### src/rtl/if_stage.sv
// Instruction-fetch stage and IF/ID pipeline register of the pipelined MIPS core.
// The fetch PC drives a req/ack instruction-memory handshake. A one-entry skid
// buffer catches a word that returns while the pipeline is stalled. Redirects
// that arrive while a fetch is still outstanding are deferred until that fetch
// completes.
module if_stage #(
  parameter logic [31:0] RESET_PC = 32'h0000_0000
) (
  input  logic        clk,
  input  logic        rst_n,
  input  logic        stall_f,
  input  logic        stall_d,
  input  logic        flush_d,
  input  logic        pc_src_d,
  input  logic [31:0] pc_branch_d,
  input  logic        jump_d,
  input  logic [31:0] pc_jump_d,
  output logic        imem_req,
  output logic [31:0] imem_addr,
  input  logic        imem_ack,
  input  logic [31:0] imem_rdata,
  output logic [31:0] instr_d,
  output logic [31:0] pc_plus4_d,
  output logic        valid_d
);

  typedef enum logic [1:0] {
    IDLE,
    REQ,
    DISCARD,
    HELD
  } state_t;

  state_t      state;
  logic [31:0] pc_f;
  logic [31:0] redir_pc;
  logic [31:0] held_instr;
  logic [31:0] held_pc4;
  logic        req_q;

  logic        stall;
  logic        redirect;
  logic [31:0] target;
  logic [31:0] pc_plus4;

  logic        deliver;
  logic [31:0] deliver_instr;
  logic [31:0] deliver_pc4;

  assign stall    = stall_f | stall_d;
  assign redirect = jump_d | pc_src_d;
  assign target   = jump_d ? pc_jump_d : pc_branch_d;
  assign pc_plus4 = pc_f + 32'd4;

  assign imem_req  = req_q;
  assign imem_addr = pc_f;

  // Decide whether a word enters IF/ID this cycle: fresh from memory or from the skid buffer
  always_comb begin
    deliver       = 1'b0;
    deliver_instr = imem_rdata;
    deliver_pc4   = pc_plus4;
    case (state)
      REQ: begin
        deliver = imem_ack & ~redirect & ~stall;
      end
      HELD: begin
        deliver       = ~redirect & ~stall;
        deliver_instr = held_instr;
        deliver_pc4   = held_pc4;
      end
      default: begin
        deliver = 1'b0;
      end
    endcase
  end

  // Fetch controller: sequences the PC, the memory request and the skid buffer
  always_ff @(posedge clk or negedge rst_n) begin
    if (!rst_n) begin
      state      <= IDLE;
      pc_f       <= RESET_PC;
      redir_pc   <= RESET_PC;
      held_instr <= 32'd0;
      held_pc4   <= 32'd0;
      req_q      <= 1'b0;
    end else begin
      case (state)
        IDLE: begin
          state <= REQ;
          req_q <= 1'b1;
        end
        REQ: begin
          if (imem_ack) begin
            if (redirect) begin
              pc_f <= target;
            end else if (stall) begin
              held_instr <= imem_rdata;
              held_pc4   <= pc_plus4;
              state      <= HELD;
              req_q      <= 1'b0;
            end else begin
              pc_f <= pc_plus4;
            end
          end else if (redirect) begin
            redir_pc <= target;
            state    <= DISCARD;
          end
        end
        DISCARD: begin
          if (imem_ack) begin
            pc_f  <= redirect ? target : redir_pc;
            state <= REQ;
          end else if (redirect) begin
            redir_pc <= target;
          end
        end
        HELD: begin
          if (redirect) begin
            pc_f  <= target;
            state <= REQ;
            req_q <= 1'b1;
          end else if (!stall) begin
            pc_f  <= pc_plus4;
            state <= REQ;
            req_q <= 1'b1;
          end
        end
        default: begin
          state <= IDLE;
          req_q <= 1'b0;
        end
      endcase
    end
  end

  // IF/ID register: flush beats stall, stall beats delivery, otherwise a bubble
  always_ff @(posedge clk or negedge rst_n) begin
    if (!rst_n) begin
      instr_d    <= 32'd0;
      pc_plus4_d <= 32'd0;
      valid_d    <= 1'b0;
    end else if (flush_d) begin
      instr_d    <= 32'd0;
      pc_plus4_d <= 32'd0;
      valid_d    <= 1'b0;
    end else if (stall_d) begin
      instr_d    <= instr_d;
      pc_plus4_d <= pc_plus4_d;
      valid_d    <= valid_d;
    end else if (deliver) begin
      instr_d    <= deliver_instr;
      pc_plus4_d <= deliver_pc4;
      valid_d    <= 1'b1;
    end else begin
      instr_d    <= 32'd0;
      pc_plus4_d <= 32'd0;
      valid_d    <= 1'b0;
    end
  end

endmodule

### config.mk
export PLATFORM = sky130hd
export DESIGN_NAME = if_stage
export DESIGN_NICKNAME = d
export VERILOG_FILES = /design/src/rtl/if_stage.sv
export SDC_FILE = /design/constraint.sdc
export NUM_CORES = 1
export LEC_CHECK = 0
export CAP_MARGIN = 10
export CORE_MARGIN = 4
export CORE_UTILIZATION = 56
export CTS_CLUSTER_DIAMETER = 120
export CTS_CLUSTER_SIZE = 16
export DETAILED_ROUTE_END_ITERATION = 16
export GPL_ROUTABILITY_DRIVEN = 0
export HOLD_SLACK_MARGIN = 0.15
export PLACE_DENSITY = 0.95
export RECOVER_POWER = 50
export SLEW_MARGIN = 20
export SYNTH_ARGS = -nofsm -noshare
export SYNTH_HDL_FRONTEND = slang
export SYNTH_SLANG_ARGS = --single-unit
export TNS_END_PERCENT = 50
### constraint.sdc
create_clock -name clk -period 4.2 [get_ports clk]
set_input_delay 0.84 -clock clk [delete_from_list [all_inputs] [get_ports clk]]
set_output_delay 0.84 -clock clk [all_outputs]
set_load 0.02 [all_outputs]
==> metrics.cfg <==
[pwr]
p_leak_nw=5.57
powerDensity_nw_per_um2=621
power_mw=7.81
ir_drop_uv=424

[detailed_routing]
dr.pass1.iters=5
drt_iter0_drc=1115
wl_mm=28.3
drcViolationCount=0
ant_nets=0
avgRoutedWirePerCell_um=19.3
num_vias=9102
viasPerCell=6.20

[finish]
seq_area_um2=4900
final_cell_mix=nand2_1 (255), dfrtp_1 (196), clkdlybuf4s50_1 (151), o21ai_0 (148), dlygate4sd3_1 (48)
final_nets=1338
antenna_cells=0
fin_cells=1468
final.fill_count=1162
area_growth_pct=27.5
multi_input_area_um2=4570
drive_above_1_share_pct=5.87
final_common_cell=nand2_1

[worst_setup_path]
end_kind=register
rr_endpoint=imem_addr[7]
path_class=input port to register
cpPeakStageDelay_ns=0.76
critPathSlowestCell=nand2_1
required_ns=4.55
crit_start=pc_src_d
crit_fanout=31
r2r_setup_slack_ns=1.48
start_kind=input port
timing.rr.start=state[0]
critPathTopFamily=simple AND/OR/NAND/NOR gates
rr_worst_depth=7
endpoint=imem_addr[7]
crit_chain=dlygate4sd3_1 -> nor2_1 -> nand2_1 -> o32ai_1 -> a21oi_1 -> o2bb2ai_1
arrival_ns=3.68
path_buf_inv=1
cp_num_cells=6

[die]
die-area_um2=19800
initial_core_util_pct=57.0
core_um2=17300
die_height_um=141
pin_count=202
rows=48
die_w_um=141

[sta]
tightest_slew_ns=2.63
fmax_ghz=0.301
relSlewSlack_pct=-75.4
fin_crit_ns=3.33
fin_worst_skew_ns=0.0142
finalCritPeriodShare_pct=79.2
drv_slew=105
finalSetupViolCount=0
hold_viol_final=0
grt_setup_unrepaired=false
whs_ns=0.479
setup_tns_ns=0

[global_route]
grt_pass1_vias=8749
track_usage_pct=28.4
grt_pass1_wl_mm=45.8
grt_max_degree=106
antenna_found_initial=0
overflow=0

[yosys]
syn_nets=1187
ys_types=61
syn_inst=1079
yosys_warnings=0
synth.avg_cell_area_um2=9.14
synthArstFlopShare_pct=100
synth_flop_cell=dfrtp_1
synth_area_um2=9870
yosys-top-cells-area=dfrtp_1 (50%), nand2_1 (9.7%), o21ai_0 (7.5%)
yosys.area.top_type=dfrtp_1
ys_ff_latch=196
synth-seq-area-share_pct=49.7
yosysTopAreaCellShare_pct=49.7
synth_edf_count=0

[place]
post-dp-hpwl_mm=19.5
port_buffers=201
place_inst=1436

[clock_tree]
cts_buffers=17
cts.sinks=196
postCtsSetupBuffers=0
cts_hold_buffers=0
cts_buffer_depth=2
cts_tree=yes
clock_latency_ns=0.44
clk_pin_slew_ns=0.08
root_buffer=clkbuf_16
post_cts_resized=0
htree_num_levels=4

[outcome]
failed_checks=capacitance limit, slew limit
status=finished, violations left

[worst_hold_path]
hold_class=register to register

[job]
maxCapViolCount=1

[power breakdown]
part | switching, mW | internal (mW) | total, mW | leakage, nW
registers | 0.625 | 2.52 | 3.14 | 2.52
clock network | 0.863 | 0.821 | 1.68 | 0.301
logic | 1.68 | 1.30 | 2.98 | 2.75
total | 3.17 | 4.64 | 7.81 | 5.57
[worst register-to-register path: stages, from the launching register on]
cell	delay [ns]
dfrtp_1	0.54
inv_1	0.08
ha_1	0.38
inv_1	0.24
nand2_1	0.60
o32ai_1	0.53
a21oi_1	0.08
o2bb2ai_1	0.21
[synth_stat cells, drive strengths merged, types with 2 or more instances]
cell     instances
a21boi          15
a21o             2
a21oi           44
a221oi          12
a22o             9
a22oi           40
a2bb2oi         24
a32oi            8
a41oi            5
and2             3
and3            16
and4             6
buf             33
clkbuf          52
dfrtp          196
ha               4
inv             15
mux2             3
mux2i           40
nand2          255
nand3           12
nand4           11
nor2            37
nor2b            5
nor3             6
nor4             4
o21ai          154
o22ai           10
o2bb2ai         11
o31a             2
o32a             2
o32ai            2
or2              3
xnor2           24
xor2             4
[sequential cells by signal (all words and copies together), names as in the netlist]
register / flops
held_instr: 32
held_pc4: 32
imem_addr: 32
imem_req: 1
instr_d: 32
pc_plus4_d: 32
redir_pc: 32
state: 2
valid_d: 1
[through the flow]
stage | utilization (%) | setup WS (ns) | area, um^2
finish | 72.8 | 0.875 | 12600
global route | 72.8 | 0.366 | 12600
CTS | 72.8 | 0.979 | 12600
detailed placement | 69.2 | 0.574 | 12000
global placement | 69.2 | 0.757 | 12000
floorplan | - | 1.89 | 9870
[metal layers]
| layer | global-route usage [%] | routed length, um |
|---|---|---|
| met2 | 44.5 | 13300 |
| met5 | 0 | 0 |
| met3 | 6.85 | 2820 |
| met4 | 8.16 | 516 |
| met1 | 40.0 | 11600 |
[worst min-delay path by stage]
stage	from	to	slack, ns	depth (start not counted)
6_report	held_instr[6]	held_instr[6]	0.48	2
5_1_grt	held_instr[3]	held_instr[3]	0.50	2
4_1_cts	held_instr[6]	held_instr[6]	0.48	2
3_5_place_dp	held_pc4[1]	held_pc4[1]	0.46	2
3_3_place_gp	held_instr[25]	held_instr[25]	0.46	2
2_1_floorplan	held_instr[0]	held_instr[0]	0.45	2
[kinds of logic after synthesis]
| family | Yosys count | synth area share (%) |
|---|---|---|
| muxes | 43 | 4.40 |
| xor gates and xnor gates | 28 | 2.49 |
| DFF | 196 | 49.7 |
| buffers and inverters | 100 | 4.22 |
| and+or+nand+nor | 362 | 16.4 |
| AOI/OAI and AO/OA | 346 | 22.3 |
| adders and majority gates | 4 | 0.507 |
[area by class of cell]
class | count | area share [%]
clock buffer | 17 | 3.38
clock inverter | 15 | 1.58
inverter | 15 | 0.447
multi-input combinational | 783 | 36.3
sequential | 196 | 39.0
tap | 225 | 2.24
timing repair buffer | 217 | 17.0
Note: power is estimated with default switching activity, not from simulation.
